==> config.mk <==
export PLATFORM = sky130hd
export DESIGN_NAME = i2c_target
export DESIGN_NICKNAME = d
export VERILOG_FILES = /design/src/rtl/i2c_pkg.sv /design/src/rtl/i2c_line_sync.sv /design/src/rtl/i2c_target.sv
export SDC_FILE = /design/constraint.sdc
export NUM_CORES = 1
export LEC_CHECK = 0
export CORE_UTILIZATION = 32
export DETAILED_ROUTE_END_ITERATION = 10
export PLACE_DENSITY = 0.52
export SYNTH_ARGS = -nofsm -noshare
export SYNTH_HDL_FRONTEND = slang
export SYNTH_HIERARCHICAL = 1
export SYNTH_SLANG_ARGS = --single-unit
==> constraint.sdc <==
create_clock -name clk -period 2.8 [get_ports clk]
set_clock_uncertainty 0.1 [all_clocks]
set_input_delay 0.56 -clock clk [delete_from_list [all_inputs] [get_ports clk]]
set_output_delay 0.56 -clock clk [all_outputs]
set_load 0.1 [all_outputs]
==> src/rtl/i2c_pkg.sv <==
// Shared types and constants for the I2C target: FSM state encoding and bus-level constants.
package i2c_pkg;

   typedef enum logic [2:0] {
      ST_IDLE      = 3'd0,
      ST_ADDR      = 3'd1,
      ST_ADDR_ACK  = 3'd2,
      ST_WRITE     = 3'd3,
      ST_WRITE_ACK = 3'd4,
      ST_READ      = 3'd5,
      ST_READ_ACK  = 3'd6,
      ST_WAIT_STOP = 3'd7
   } i2c_state_e;

   localparam logic       I2C_ACK          = 1'b0;
   localparam logic       I2C_NACK         = 1'b1;
   localparam logic [6:0] I2C_GENCALL_ADDR = 7'h00;

endpackage

==> src/rtl/i2c_line_sync.sv <==
// One bus line: SYNC_STAGES-flop synchronizer, history flop, and rise/fall detect.
module i2c_line_sync #(
   parameter int SYNC_STAGES = 2
) (
   input  logic clk,
   input  logic reset,
   input  logic line_in,
   output logic level,
   output logic rise,
   output logic fall
);

   logic [SYNC_STAGES-1:0] sync_q, sync_d;
   logic                   hist_q, hist_d;

   always_comb begin
      sync_d = {sync_q[SYNC_STAGES-2:0], line_in};
      hist_d = sync_q[SYNC_STAGES-1];
   end

   // Reset to the idle-high bus level so leaving reset creates no phantom edge.
   always_ff @(posedge clk or negedge reset) begin
      if (!reset) begin
         sync_q <= '1;
         hist_q <= 1'b1;
      end else begin
         sync_q <= sync_d;
         hist_q <= hist_d;
      end
   end

   assign level = sync_q[SYNC_STAGES-1];
   assign rise  = level & ~hist_q;
   assign fall  = ~level & hist_q;

endmodule

==> src/rtl/i2c_target.sv <==
// 7-bit address I2C target. Define I2C_TARGET_GENCALL_EN to also accept general-call writes.
module i2c_target
   import i2c_pkg::*;
#(
   parameter logic [6:0] TARGET_ADDR = 7'h47,
   parameter int         SYNC_STAGES = 2
) (
   input  logic       clk,
   input  logic       reset,
   input  logic       scl_in,
   input  logic       sda_in,
   output logic       sda_oe,
   output logic [7:0] rx_data,
   output logic       rx_valid,
   input  logic [7:0] tx_data,
   output logic       tx_req,
   output logic       busy,
   output logic       rw,
   output logic [2:0] state_o
);

`ifdef I2C_TARGET_GENCALL_EN
   localparam bit GC_EN = 1'b1;
`else
   localparam bit GC_EN = 1'b0;
`endif

   logic scl_lvl, scl_rise, scl_fall;
   logic sda_lvl, sda_rise, sda_fall;

   i2c_line_sync #(.SYNC_STAGES(SYNC_STAGES)) u_scl (
      .clk(clk), .reset(reset), .line_in(scl_in),
      .level(scl_lvl), .rise(scl_rise), .fall(scl_fall)
   );
   i2c_line_sync #(.SYNC_STAGES(SYNC_STAGES)) u_sda (
      .clk(clk), .reset(reset), .line_in(sda_in),
      .level(sda_lvl), .rise(sda_rise), .fall(sda_fall)
   );

   i2c_state_e state_q, state_d;
   logic [3:0] cnt_q, cnt_d;
   logic [7:0] shift_q, shift_d, rx_data_q, rx_data_d;
   logic       ack_ph_q, ack_ph_d, sda_oe_q, sda_oe_d, busy_q, busy_d;
   logic       rw_q, rw_d, rx_valid_q, rx_valid_d, tx_req_q, tx_req_d;
   logic       start_ev, stop_ev, addr_hit;

   // An SDA edge coinciding with an SCL edge is data, never a START/STOP.
   assign start_ev = sda_fall & scl_lvl & ~scl_rise & ~scl_fall;
   assign stop_ev  = sda_rise & scl_lvl & ~scl_rise & ~scl_fall;
   assign addr_hit = (shift_q[6:0] == TARGET_ADDR) |
                     (GC_EN & (shift_q[6:0] == I2C_GENCALL_ADDR) & (sda_lvl == 1'b0));

   always_comb begin
      state_d    = state_q;
      cnt_d      = cnt_q;
      shift_d    = shift_q;
      ack_ph_d   = ack_ph_q;
      sda_oe_d   = sda_oe_q;
      busy_d     = busy_q;
      rw_d       = rw_q;
      rx_data_d  = rx_data_q;
      rx_valid_d = 1'b0;
      tx_req_d   = 1'b0;
      if (start_ev) begin
         state_d  = ST_ADDR;
         cnt_d    = '0;
         ack_ph_d = 1'b0;
      end else if (stop_ev) begin
         state_d  = ST_IDLE;
         cnt_d    = '0;
         ack_ph_d = 1'b0;
         sda_oe_d = 1'b0;
         busy_d   = 1'b0;
      end else begin
         case (state_q)
            ST_ADDR: if (scl_rise) begin
               shift_d = {shift_q[6:0], sda_lvl};
               cnt_d   = cnt_q + 4'd1;
               if (cnt_q == 4'd7) begin
                  cnt_d    = '0;
                  ack_ph_d = 1'b0;
                  if (addr_hit) begin
                     rw_d    = sda_lvl;
                     busy_d  = 1'b1;
                     state_d = ST_ADDR_ACK;
                  end else begin
                     busy_d  = 1'b0;
                     state_d = ST_WAIT_STOP;
                  end
               end
            end
            // ack_ph splits the ACK slot: first fall drives ACK, second fall leaves it.
            ST_ADDR_ACK: if (tx_req_q) begin
               shift_d = tx_data;
            end else if (scl_fall) begin
               if (!ack_ph_q) begin
                  sda_oe_d = 1'b1;
                  ack_ph_d = 1'b1;
                  tx_req_d = rw_q;
               end else begin
                  ack_ph_d = 1'b0;
                  if (rw_q) begin
                     sda_oe_d = ~shift_q[7];
                     shift_d  = {shift_q[6:0], 1'b0};
                     cnt_d    = 4'd1;
                     state_d  = ST_READ;
                  end else begin
                     sda_oe_d = 1'b0;
                     cnt_d    = '0;
                     state_d  = ST_WRITE;
                  end
               end
            end
            ST_WRITE: if (scl_rise) begin
               shift_d = {shift_q[6:0], sda_lvl};
               cnt_d   = cnt_q + 4'd1;
               if (cnt_q == 4'd7) begin
                  rx_data_d  = {shift_q[6:0], sda_lvl};
                  rx_valid_d = 1'b1;
                  cnt_d      = '0;
                  ack_ph_d   = 1'b0;
                  state_d    = ST_WRITE_ACK;
               end
            end
            ST_WRITE_ACK: if (scl_fall) begin
               sda_oe_d = ~ack_ph_q;
               ack_ph_d = ~ack_ph_q;
               if (ack_ph_q) state_d = ST_WRITE;
            end
            // Byte fetched after a master ACK lands here one clk after tx_req.
            ST_READ: if (tx_req_q) begin
               sda_oe_d = ~tx_data[7];
               shift_d  = {tx_data[6:0], 1'b0};
            end else if (scl_fall) begin
               if (cnt_q == 4'd8) begin
                  sda_oe_d = 1'b0;
                  cnt_d    = '0;
                  ack_ph_d = 1'b0;
                  state_d  = ST_READ_ACK;
               end else begin
                  sda_oe_d = ~shift_q[7];
                  shift_d  = {shift_q[6:0], 1'b0};
                  cnt_d    = cnt_q + 4'd1;
               end
            end
            ST_READ_ACK: if (ack_ph_q) begin
               if (scl_fall) begin
                  tx_req_d = 1'b1;
                  ack_ph_d = 1'b0;
                  cnt_d    = 4'd1;
                  state_d  = ST_READ;
               end
            end else if (scl_rise) begin
               if (sda_lvl == I2C_ACK) begin
                  ack_ph_d = 1'b1;
               end else begin
                  busy_d  = 1'b0;
                  state_d = ST_WAIT_STOP;
               end
            end
            ST_WAIT_STOP: sda_oe_d = 1'b0;
            default: ;
         endcase
      end
   end

   always_ff @(posedge clk or negedge reset) begin
      if (!reset) begin
         state_q    <= ST_IDLE;
         cnt_q      <= '0;
         shift_q    <= '0;
         ack_ph_q   <= 1'b0;
         sda_oe_q   <= 1'b0;
         busy_q     <= 1'b0;
         rw_q       <= 1'b0;
         rx_data_q  <= '0;
         rx_valid_q <= 1'b0;
         tx_req_q   <= 1'b0;
      end else begin
         state_q    <= state_d;
         cnt_q      <= cnt_d;
         shift_q    <= shift_d;
         ack_ph_q   <= ack_ph_d;
         sda_oe_q   <= sda_oe_d;
         busy_q     <= busy_d;
         rw_q       <= rw_d;
         rx_data_q  <= rx_data_d;
         rx_valid_q <= rx_valid_d;
         tx_req_q   <= tx_req_d;
      end
   end

   assign sda_oe   = sda_oe_q;
   assign rx_data  = rx_data_q;
   assign rx_valid = rx_valid_q;
   assign tx_req   = tx_req_q;
   assign busy     = busy_q;
   assign rw       = rw_q;
   assign state_o  = state_q;

endmodule

==> impl_metrics.ini, run 1 <==
[global_route]
antenna_found_initial = 0
grt_max_degree = 36
grt_pass1_vias = 1885
grt_pass1_wl_um = 9980
grt_overflow = 0
grt.total_usage = 0.179

[setup_path]
reg2reg_slack_ns = 0.40
critPathCaptureType = flop
cp-startpoint = state_o[2]$_DFFE_PN0P_
path_class = flop to flop
worstPathRequired_ns = 2.88
ff2ff_path_depth = 4
cp_max_fo = 21
r2r-end = shift_q[0]$_DFFE_PN0P_
reg2reg_from = state_o[2]$_DFFE_PN0P_
arrival_ns = 2.48
cp-start-kind = flop

[sta]
period_share = 0.855
final.min_clock_period_ns = 2.40
fmax_mhz = 418
hold_viol_final = 0
setup_tns_ns = 0
relSlewSlack = 0.461
rsz0062_at_grt = false
setup_viol = 0
tightest_slew_ns = 0.808
drv_slew = 0

[drt]
drc = 0
ant_nets = 0
vias = 1937
drt_iter0_drc = 188
drt-total-wl_um = 5990
via_per_inst = 5.73
dr.pass1.iters = 7
routedWlPerCell_um = 17.7

[synth]
async_flop_share = 1.00
synth_area_mm2 = 0.00220
synth.distinct_cells = 67
avgSynthCellArea_um2 = 9.56
synthCells = 230
yosysTopAreaCell = dfrtp_1
synth_nets = 244
synth_flop_cell = dfrtp_1
synthTopCellsByCount = dfrtp_1, nand2_1, inv_1
synth_top_area_frac = 0.330
synth-edff-count = 0
synth-seq-cells = 35
synth-seq-area-share = 0.402
synth.most_common_cell = dfrtp_1
synthTopCellsByArea = dfrtp_1, dfstp_2, mux2i_1
yosysWarnings = 6

[outcome]
status = completed

[hold_path]
hp-class = primary input to asynchronous set/reset pin

[final_layout]
antenna_cells = 0
fill_cells = 642
drive_gt1_frac = 0.234
nNetsFinal = 274
areaGrowthSynthToFinish_pct = 18.1

[clock_tree]
insertion_delay_ns = 0.31
cts_sinks = 35
clockRootBuffer = clkbuf_8
post_cts_buffers = 0
clockBufferDepth = 2
htreeDepth = 2
hold_buffers = 0
cts_tree = done
cts_buffers = 5
clkTransAtPathRegs_ns = 0.10
cts_resized = 0

[placement]
hpwl_um = 4180
place.gp.congestion = 0.806
portBuffers = 27

[die]
dieArea_mm2 = 0.00721
rows = 29
start_util = 0.339
die_h_um = 84.9
pin_count = 28
die_w_um = 84.9
core-area_mm2 = 0.00649

[run]
drv_cap = 0

[power]
peakVddDrop_uv = 312
p_leak_nw = 1.07
power_w = 0.00234
powerDensity_mw_per_mm2 = 899
==> flip-flops by register name (all words and copies together), names as in the netlist <==
| register | cells |
|---|---|
| u_sda/sync_q | 2 |
| cnt_q | 4 |
| state_o | 3 |
| sda_oe | 1 |
| ack_ph_q | 1 |
| u_scl/hist_q | 1 |
| rx_valid | 1 |
| rw | 1 |
| rx_data | 8 |
| u_sda/hist_q | 1 |
| u_scl/sync_q | 2 |
| busy | 1 |
| tx_req | 1 |
| shift_q | 8 |
==> report_power, final <==
| group | internal (W) | leakage [nW] | switching, W |
|---|---|---|---|
| clock | 0.000173 | 0.0402 | 0.000219 |
| combinational | 0.000446 | 0.594 | 0.000700 |
| sequential | 0.000628 | 0.440 | 0.000170 |
==> layout make-up <==
| class | count | area [µm²] | area share |
|---|---|---|---|
| Multi-Input combinational cell | 165 | 1180 | 0.453 |
| Sequential cell | 35 | 883 | 0.340 |
| Timing Repair Buffer | 35 | 285 | 0.110 |
| Tap cell | 77 | 96.3 | 0.0371 |
| Clock buffer | 5 | 68.8 | 0.0265 |
| Inverter | 18 | 67.6 | 0.0260 |
| Clock inverter | 3 | 20.0 | 0.00771 |
==> worst max path at each step <==
stage                     cells past startpoint                endpoint  slack (ns)
final                                         4  shift_q[0]$_DFFE_PN0P_        0.40
after global routing                          5  state_o[0]$_DFFE_PN0P_        0.29
after CTS                                     4  shift_q[0]$_DFFE_PN0P_        0.39
after detailed placement                      4  shift_q[0]$_DFFE_PN0P_        0.43
after global placement                        4  shift_q[0]$_DFFE_PN0P_        0.50
after floorplan                               5  shift_q[0]$_DFFE_PN0P_        0.29
==> cell families (layout without fill, tap and decap cells) <==
| kind of cell | Yosys count | after routing | synth area share |
|---|---|---|---|
| buf+inv | 30 | 61 | 0.0637 |
| compound gates | 69 | 69 | 0.228 |
| fa+ha+maj | 2 | 2 | 0.0114 |
| simple gates | 81 | 81 | 0.233 |
| mux | 13 | 13 | 0.0626 |
| flops | 35 | 35 | 0.402 |
==> stage by stage <==
step / setup WS, ns / area (µm²) / utilization / instances / hold WS (ns)
finish: 0.405 / 2600 / 0.400 / 338 / 0.220
global route: 0.286 / 2600 / 0.400 / 338 / 0.262
CTS: 0.390 / 2600 / 0.400 / 338 / 0.259
detailed placement: 0.432 / 2510 / 0.386 / 330 / 0.247
global placement: 0.498 / 2510 / 0.386 / 330 / 0.245
floorplan: 0.286 / 2200 / - / 230 / 0.164
==> placed cells by master (no fill, tap or decap), types with 2 or more instances in the layout <==
master           instances
clkdlybuf4s50_1         10
clkbuf_8                 5
buf_4                   24
mux2_2                   2
o21ai_0                  9
nor2b_1                  3
dfstp_2                  6
a311oi_1                 2
clkinvlp_4               2
nor2_1                  10
a31oi_1                  5
nand2b_1                 4
nor4_1                   2
nand3_1                  9
o22ai_1                  3
a222oi_1                 7
o31ai_1                  5
dfrtp_1                 29
a21oi_2                  2
nand4bb_1                2
or3_1                    3
nand3b_1                 3
and2b_2                  3
nand2_1                 20
mux2i_1                 10
inv_1                   18
nor3_1                   5
ha_1                     2
a21oi_1                 14
o21ai_1                  5
==> critical path, cell delays in order, from the launching register on <==
cell and delay, ns:
dfrtp_1 0.78, and3b_2 0.33, o22ai_2 0.10, a211oi_4 0.59
mux2_4 0.35
==> routing by layer <==
metal / global-route usage / wire length [µm] / vias up
met1: 0.257 / 2970 / 933
met4: 0.0693 / 138 / 0
li1: - / - / 925
met3: 0.0340 / 296 / 12
met2: 0.265 / 2580 / 67
met5: 0 / 0 / -
(Power assumes the default switching activity.)
==> inputs of run 2 (changes only) <==
- HOLD_SLACK_MARGIN: not set -> 0.06
- SLEW_MARGIN: not set -> 10
==> results of run 2 <==
The final DEF is identical to that of run 1; final timing and power are the same.
==> inputs of run 3 (changes only) <==
- PLACE_DENSITY: 0.52 -> 0.62
==> impl_metrics.ini, run 3 (synthesis results as in run 1) <==
[setup_path]
path_class = flop to flop
reg2reg_from = u_scl/sync_q[1]$_DFF_PN1_
worstPathRequired_ns = 2.92
ff2ff_path_depth = 5
cp-start-kind = flop
r2r-end = cnt_q[0]$_DFFE_PN0P_
arrival_ns = 2.52
critPathCaptureType = flop
cp_max_fo = 12
reg2reg_slack_ns = 0.40

[die]
die_w_um = 84.9
die_h_um = 84.9
pin_count = 28
core-area_mm2 = 0.00649
start_util = 0.339
rows = 29
dieArea_mm2 = 0.00721

[placement]
portBuffers = 27
hpwl_um = 3990
pre_cts_ws_ns = 0.437
place.gp.congestion = 0.900

[final_layout]
nNetsFinal = 273
final_common_cell = dfrtp_1
areaGrowthSynthToFinish_pct = 19.0
antenna_cells = 0
fill_cells = 634
seq_area_um2 = 883
drive_gt1_frac = 0.231
mostFrequentLayoutCells = dfrtp_1, buf_4, nand2_1
multiInputGateArea_mm2 = 0.00118

[sta]
drv_slew = 0
setup_tns_ns = 0
final.min_clock_period_ns = 2.40
relSlewSlack = 0.462
rsz0062_at_grt = false
tightest_slew_ns = 0.797
period_share = 0.857
setup_slack_ns = 0.400
hold_viol_final = 0
fmax_mhz = 417
setup_viol = 0

[global_route]
grt_overflow = 0
grt_pass1_vias = 1885
grt.total_usage = 0.169
grt_pass1_wl_um = 9600
antenna_found_initial = 0
grt_max_degree = 36

[drt]
dr.pass1.iters = 7
ant_nets = 0
routedWlPerCell_um = 16.5
drt_iter0_drc = 164
drc = 0
drt-total-wl_um = 5560
vias = 1921
via_per_inst = 5.70

[clock_tree]
cts_buffers = 5
clkTransAtPathRegs_ns = 0.09
cts_tree = done
post_cts_buffers = 0
clockBufferDepth = 2
clockRootBuffer = clkbuf_8
cts_resized = 0
cts_sinks = 35
htreeDepth = 2
hold_buffers = 0
insertion_delay_ns = 0.30

[hold_path]
hp-class = primary input to asynchronous set/reset pin

[power]
p_leak_nw = 1.09
powerDensity_mw_per_mm2 = 923
peakVddDrop_uv = 372

[run]
drv_cap = 0

[outcome]
status = completed
run 3: through the flow:
stage / total power, W / utilization / area (µm²) / instances / hold WS (ns)
2_1_floorplan: 0.00165 / - / 2200 / 230 / 0.164
3_3_place_gp: 0.00193 / 0.385 / 2500 / 329 / 0.247
3_5_place_dp: 0.00192 / 0.385 / 2500 / 329 / 0.247
4_1_cts: 0.00242 / 0.403 / 2620 / 337 / 0.259
5_1_grt: 0.00258 / 0.403 / 2620 / 337 / 0.261
6_report: 0.00241 / 0.403 / 2620 / 337 / 0.240
run 3: worst max-delay path by stage:
| stage | from | cells after the start | to |
|---|---|---|---|
| 2_1_floorplan | state_o[0]$_DFFE_PN0P_ | 5 | shift_q[0]$_DFFE_PN0P_ |
| 6_report | u_scl/sync_q[1]$_DFF_PN1_ | 5 | cnt_q[0]$_DFFE_PN0P_ |
| 5_1_grt | u_scl/sync_q[1]$_DFF_PN1_ | 5 | cnt_q[0]$_DFFE_PN0P_ |
| 3_3_place_gp | u_scl/sync_q[1]$_DFF_PN1_ | 5 | cnt_q[0]$_DFFE_PN0P_ |
| 4_1_cts | u_scl/sync_q[1]$_DFF_PN1_ | 5 | cnt_q[0]$_DFFE_PN0P_ |
| 3_5_place_dp | u_scl/sync_q[1]$_DFF_PN1_ | 5 | cnt_q[0]$_DFFE_PN0P_ |
run 3: worst max-delay path: stages, from the launching register on:
cell and delay (ns):
dfstp_2 0.57, and2b_2 0.32, nor3_2 0.66, a21oi_2 0.12, nor2_1 0.31, mux2i_1 0.23
run 3: power breakdown:
part | total, W | switching (W) | internal, W
sequential | 0.000797 | 0.000170 | 0.000628
clock | 0.000492 | 0.000222 | 0.000270
combinational | 0.00113 | 0.000688 | 0.000437
run 3: final cells by class:
| class | instances | share of cell area |
|---|---|---|
| inverters | 18 | 0.0258 |
| flip-flops and latches | 35 | 0.337 |
| repair buffers | 34 | 0.106 |
| multi-input cells | 165 | 0.449 |
| clock inverters | 3 | 0.0182 |
| clock buffers | 5 | 0.0263 |
| well taps | 77 | 0.0368 |
run 3: per-layer routing:
layer  vias to the layer above  GRT usage  part of all wire
li1                        923          -                 -
met1                       917      0.251              0.48
met2                        72      0.241              0.45
met3                         9     0.0370             0.064
met4                         0     0.0570             0.010
met5                         -          0                 0
